==> config.mk <==
export PLATFORM = sky130hd
export DESIGN_NAME = mult_arbiter
export DESIGN_NICKNAME = d
export VERILOG_FILES = /design/src/rtl/mult_arbiter.sv
export SDC_FILE = /design/constraint.sdc
export NUM_CORES = 1
export LEC_CHECK = 0
export CAP_MARGIN = 20
export CORE_MARGIN = 5
export CORE_UTILIZATION = 45
export CTS_BUF_LIST = sky130_fd_sc_hd__clkbuf_4 sky130_fd_sc_hd__clkbuf_8 sky130_fd_sc_hd__clkbuf_16
export DETAILED_ROUTE_END_ITERATION = 10
export PLACE_DENSITY = 0.76
export SLEW_MARGIN = 20
export SYNTH_ARGS = -nofsm -noshare
export SYNTH_HDL_FRONTEND = slang
export SYNTH_SLANG_ARGS = --single-unit
==> constraint.sdc <==
create_clock -name clk -period 2.6 [get_ports clk]
set_input_delay 0.52 -clock clk [delete_from_list [all_inputs] [get_ports clk]]
set_output_delay 0.52 -clock clk [all_outputs]
set_load 0.01 [all_outputs]
==> src/rtl/mult_arbiter.sv <==
// Two-requester round-robin arbiter in front of a 4x4 shift-and-add multiplier.
// Optional macro MULT_ARBITER_BCD_EN registers a BCD copy of the product on z_bcd.
module mult_arbiter (
    input  logic        clk,
    input  logic        reset,
    input  logic        req0,
    input  logic [3:0]  a0,
    input  logic [3:0]  b0,
    input  logic        req1,
    input  logic [3:0]  a1,
    input  logic [3:0]  b1,
    output logic        gnt0,
    output logic        gnt1,
    output logic        busy,
    output logic        done,
    output logic        done_id,
    output logic [7:0]  z,
    output logic [11:0] z_bcd
);

    localparam int unsigned OP_W   = 4;
    localparam int unsigned PROD_W = 8;
    localparam int unsigned CNT_W  = 2;

    localparam logic [0:0] IDLE = 1'b0;
    localparam logic [0:0] CALC = 1'b1;

    logic [0:0]        r_state, w_state;
    logic              r_last, w_last;
    logic              r_win, w_win;
    logic [OP_W-1:0]   r_a, w_a;
    logic [OP_W-1:0]   r_b, w_b;
    logic [PROD_W-1:0] r_acc, w_acc;
    logic [CNT_W-1:0]  r_cnt, w_cnt;
    logic              r_gnt0, w_gnt0;
    logic              r_gnt1, w_gnt1;
    logic              r_done, w_done;
    logic              r_done_id, w_done_id;
    logic [PROD_W-1:0] r_z, w_z;

    logic              w_pick;
    logic [PROD_W-1:0] w_add;
    logic [PROD_W-1:0] w_sum;

    // Under contention the requester not served last wins.
    assign w_pick = (req0 & req1) ? ~r_last : req1;
    assign w_add  = r_b[r_cnt] ? (PROD_W'(r_a) << r_cnt) : '0;
    assign w_sum  = r_acc + w_add;

    always_comb begin
        w_state   = r_state;
        w_last    = r_last;
        w_win     = r_win;
        w_a       = r_a;
        w_b       = r_b;
        w_acc     = r_acc;
        w_cnt     = r_cnt;
        w_gnt0    = 1'b0;
        w_gnt1    = 1'b0;
        w_done    = 1'b0;
        w_done_id = r_done_id;
        w_z       = r_z;
        case (r_state)
            IDLE: begin
                if (req0 | req1) begin
                    w_state = CALC;
                    w_win   = w_pick;
                    w_last  = w_pick;
                    w_a     = w_pick ? a1 : a0;
                    w_b     = w_pick ? b1 : b0;
                    w_acc   = '0;
                    w_cnt   = '0;
                    w_gnt0  = ~w_pick;
                    w_gnt1  = w_pick;
                end
            end
            CALC: begin
                w_acc = w_sum;
                if (r_cnt == CNT_W'(3)) begin
                    w_state   = IDLE;
                    w_z       = w_sum;
                    w_done    = 1'b1;
                    w_done_id = r_win;
                    w_cnt     = '0;
                end else begin
                    w_cnt = r_cnt + CNT_W'(1);
                end
            end
            default: w_state = IDLE;
        endcase
    end

    always_ff @(posedge clk or negedge reset) begin
        if (!reset) begin
            r_state   <= IDLE;
            r_last    <= 1'b1;
            r_win     <= 1'b0;
            r_a       <= '0;
            r_b       <= '0;
            r_acc     <= '0;
            r_cnt     <= '0;
            r_gnt0    <= 1'b0;
            r_gnt1    <= 1'b0;
            r_done    <= 1'b0;
            r_done_id <= 1'b0;
            r_z       <= '0;
        end else begin
            r_state   <= w_state;
            r_last    <= w_last;
            r_win     <= w_win;
            r_a       <= w_a;
            r_b       <= w_b;
            r_acc     <= w_acc;
            r_cnt     <= w_cnt;
            r_gnt0    <= w_gnt0;
            r_gnt1    <= w_gnt1;
            r_done    <= w_done;
            r_done_id <= w_done_id;
            r_z       <= w_z;
        end
    end

    assign gnt0    = r_gnt0;
    assign gnt1    = r_gnt1;
    assign busy    = (r_state == CALC);
    assign done    = r_done;
    assign done_id = r_done_id;
    assign z       = r_z;

`ifdef MULT_ARBITER_BCD_EN
    localparam int unsigned BCD_W = 12;

    logic [BCD_W-1:0] r_z_bcd;

    // Double-dabble: add 3 to any digit >= 5 before each shift.
    function automatic logic [BCD_W-1:0] bin2bcd(input logic [PROD_W-1:0] bin);
        logic [BCD_W+PROD_W-1:0] sh;
        sh = {12'd0, bin};
        for (int i = 0; i < 8; i++) begin
            if (sh[11:8]  >= 4'd5) sh[11:8]  = sh[11:8]  + 4'd3;
            if (sh[15:12] >= 4'd5) sh[15:12] = sh[15:12] + 4'd3;
            if (sh[19:16] >= 4'd5) sh[19:16] = sh[19:16] + 4'd3;
            sh = sh << 1;
        end
        return sh[19:8];
    endfunction

    always_ff @(posedge clk or negedge reset) begin
        if (!reset) begin
            r_z_bcd <= '0;
        end else if (w_done) begin
            r_z_bcd <= bin2bcd(w_sum);
        end
    end

    assign z_bcd = r_z_bcd;
`else
    assign z_bcd = 12'h000;
`endif

endmodule

==> results.yml <==
yosys:
  ys_seq_elements: 33
  postSynthCellCount: 181
  ys_warn_count: 0
  synth_area_um2: 1890
  synth_edf_count: 0
  avgSynthCellArea_um2: 10.4
  async_reset_ff_share_pct: 100
  synth_flop_cell: "dfrtp_1"
  synthDistinctLibCells: 46
  seq_area_frac_synth_pct: 43.8
finish:
  drive_above_1_share_pct: 14.1
  multiInputGateArea_um2: 1000
  syn2layout_area_growth_pct: 26.7
  fillers: 345
  layout_commonest_cell: "clkdlybuf4s50_1"
  diodes: 0
  final_nets: 248
  layout.area.seq_um2: 828
  layout_common_cells: "clkdlybuf4s50_1 (32), dfrtp_1 (31), nand2_1 (17)"
  fin_cells: 270
cts:
  clk_pin_slew_ns: 0.07
  cts_tree: "yes"
  cts.root.buffer_cell: "clkbuf_8"
  clk_latency_ns: 0.29
  cts_buffers: 5
  htree_num_levels: 2
  cts_sinks: 33
  hold_buffers: 0
  clk_path_buf_depth: 2
  post_cts_resized: 0
  cts_setup_buffers: 0
min_path:
  hold_path_class: "flip-flop to flip-flop"
  holdPathStages: 1
  hold_path_end: "r_win"
  min_from: "r_win"
timing:
  final.min_clock_period_ns: 2.51
  setup_viol: 0
  slew_headroom_pct: 65.6
  finClkSkew_ns: 0.00917
  slew_violations: 0
  hold_viol: 0
  worst_pin_slew_ns: 0.516
  fin_crit_sh_pct: 96.7
  fmax_ghz: 0.398
setup_path:
  cp_cell_sequence: "mux4_2, and2_1, ha_1, o21a_2, a21o_1, a2111oi_4, nand3b_1"
  r2r_start: "r_b[0]"
  r2r-end: "z[5]"
  crit_type: "flip-flop to flip-flop"
  crit_required_ns: 2.83
  endpoint_kind: "flip-flop"
  cp.arrival_ns: 2.74
  crit_fanout: 5
  start_kind: "flip-flop"
  critPathMaxStageDelay_ns: 0.49
  crit_buf_inv: 0
  rrSetupSlack_ns: 0.09
  critPathLaunch: "r_b[0]"
  cp_top_family: "compound AO/OA/AOI/OAI gates"
  cp_slowest_cell: "mux4_2"
  rr_worst_depth: 7
placement:
  placed_cells: 262
  numPortBuffers: 32
  dp_hpwl_um: 2720
  gp_congestion: 0.851
power:
  power_mw: 2.76
  peakVddDrop_mv: 0.473
  p_leak_nw: 1.11
  p_per_area_nw_per_um2: 1150
global_route:
  grt_pass1_wl_um: 6490
  global_route.overflow_total: 0
  gr-usage-all-layers_pct: 15.5
  grt_antenna_before_repair: 0
  grt_max_degree: 34
  grt_pass1_vias: 1393
status:
  status: "finished clean"
floorplanning:
  io_pins: 45
  die_y_um: 74.8
  rows: 23
  die-area_um2: 5590
  core_area_um2: 4030
  die_width_um: 74.8
  start_util_pct: 46.8
routing:
  wl_per_cell_um: 14.2
  viasPerCell: 5.34
  postRouteWirelength_um: 3840
  drtAntennaViolNets: 0
  drtIter0Drc: 91
  drc: 0
  vias: 1441
  dr.pass1.iters: 4
flow_run:
  maxCapViolations: 0
## kinds of logic after synthesis
kind of cell / count (synthesis) / synth area share, %
buffers and inverters: 22 / 6.83
AND/OR/NAND/NOR: 47 / 13.3
AO/OA/AOI/OAI: 49 / 18.0
other: 1 / 0.199
multiplexers: 18 / 10.6
flip-flops: 33 / 43.8
XOR/XNOR: 2 / 0.929
adder cells (fa/ha/maj): 9 / 6.37
## registers in the layout, indices dropped and copies added, names as in the netlist, 2 cells and up
signal  count
r_a         4
r_acc       8
r_b         4
r_cnt       2
z           8
## where the power goes
group          internal (mW)  switching [mW]
logic                  0.656           0.666
clock network          0.323           0.191
registers              0.744           0.181
## layer usage
layer / GRT usage [%] / wire length [um]
met5: 0 / 0
met2: 24.4 / 1850
met1: 19.2 / 1650
met3: 4.94 / 241
met4: 7.71 / 96
## metrics by stage
stage / util [%] / cell area (um^2) / setup WS [ns] / TNS, ns / hold WS (ns)
floorplan: - / 1930 / 0.0454 / 0 / 0.224
global placement: 55.7 / 2240 / 0.145 / 0 / 0.460
detailed placement: 55.7 / 2240 / 0.108 / 0 / 0.474
CTS: 58.6 / 2360 / 0.0973 / 0 / 0.491
global route: 59.3 / 2390 / -0.0227 / -0.0368 / 0.505
finish: 59.3 / 2390 / 0.0858 / 0 / 0.496
## worst reg2reg max path: cells and delay by family, from the launching register on
| family | cells | cell delay [ns] |
|---|---|---|
| muxes | 1 | 0.49 |
| adders and majority gates | 1 | 0.36 |
| and+or+nand+nor | 2 | 0.32 |
| AOI/OAI and AO/OA | 3 | 0.88 |
| DFF | 1 | 0.41 |
## worst max-delay path by stage
stage,end,depth (start not counted)
6_report,z[5],7
5_1_grt,r_acc[7],9
4_1_cts,z[6],7
3_5_place_dp,z[6],7
3_3_place_gp,z[6],7
2_1_floorplan,z[7],10
## area by class of cell
class | instances | area share, %
multi-input cells | 137 | 41.8
flip-flops and latches | 33 | 34.6
repair buffers | 38 | 15.3
clock buffers | 7 | 3.77
well taps | 50 | 2.62
clock inverters | 1 | 1.26
inverters | 4 | 0.628
## Yosys cell counts, drive strengths merged (3+ instances only)
cell type,number,area [um^2]
clkbuf,5,18.8
mux2i,11,110
nand2,17,63.8
a21o,4,31.3
a21oi,5,28.8
dfrtp,32,801
inv,4,15.0
and2,4,25.0
nor2,3,11.3
buf,13,95.1
mux2,6,67.6
nand3b,4,30.0
nand3,4,20.0
ha,8,100
nor2b,3,18.8
nand4,4,25.0
a22o,5,43.8
o21ai,19,95.1
Power figures use the tool's default switching activity.
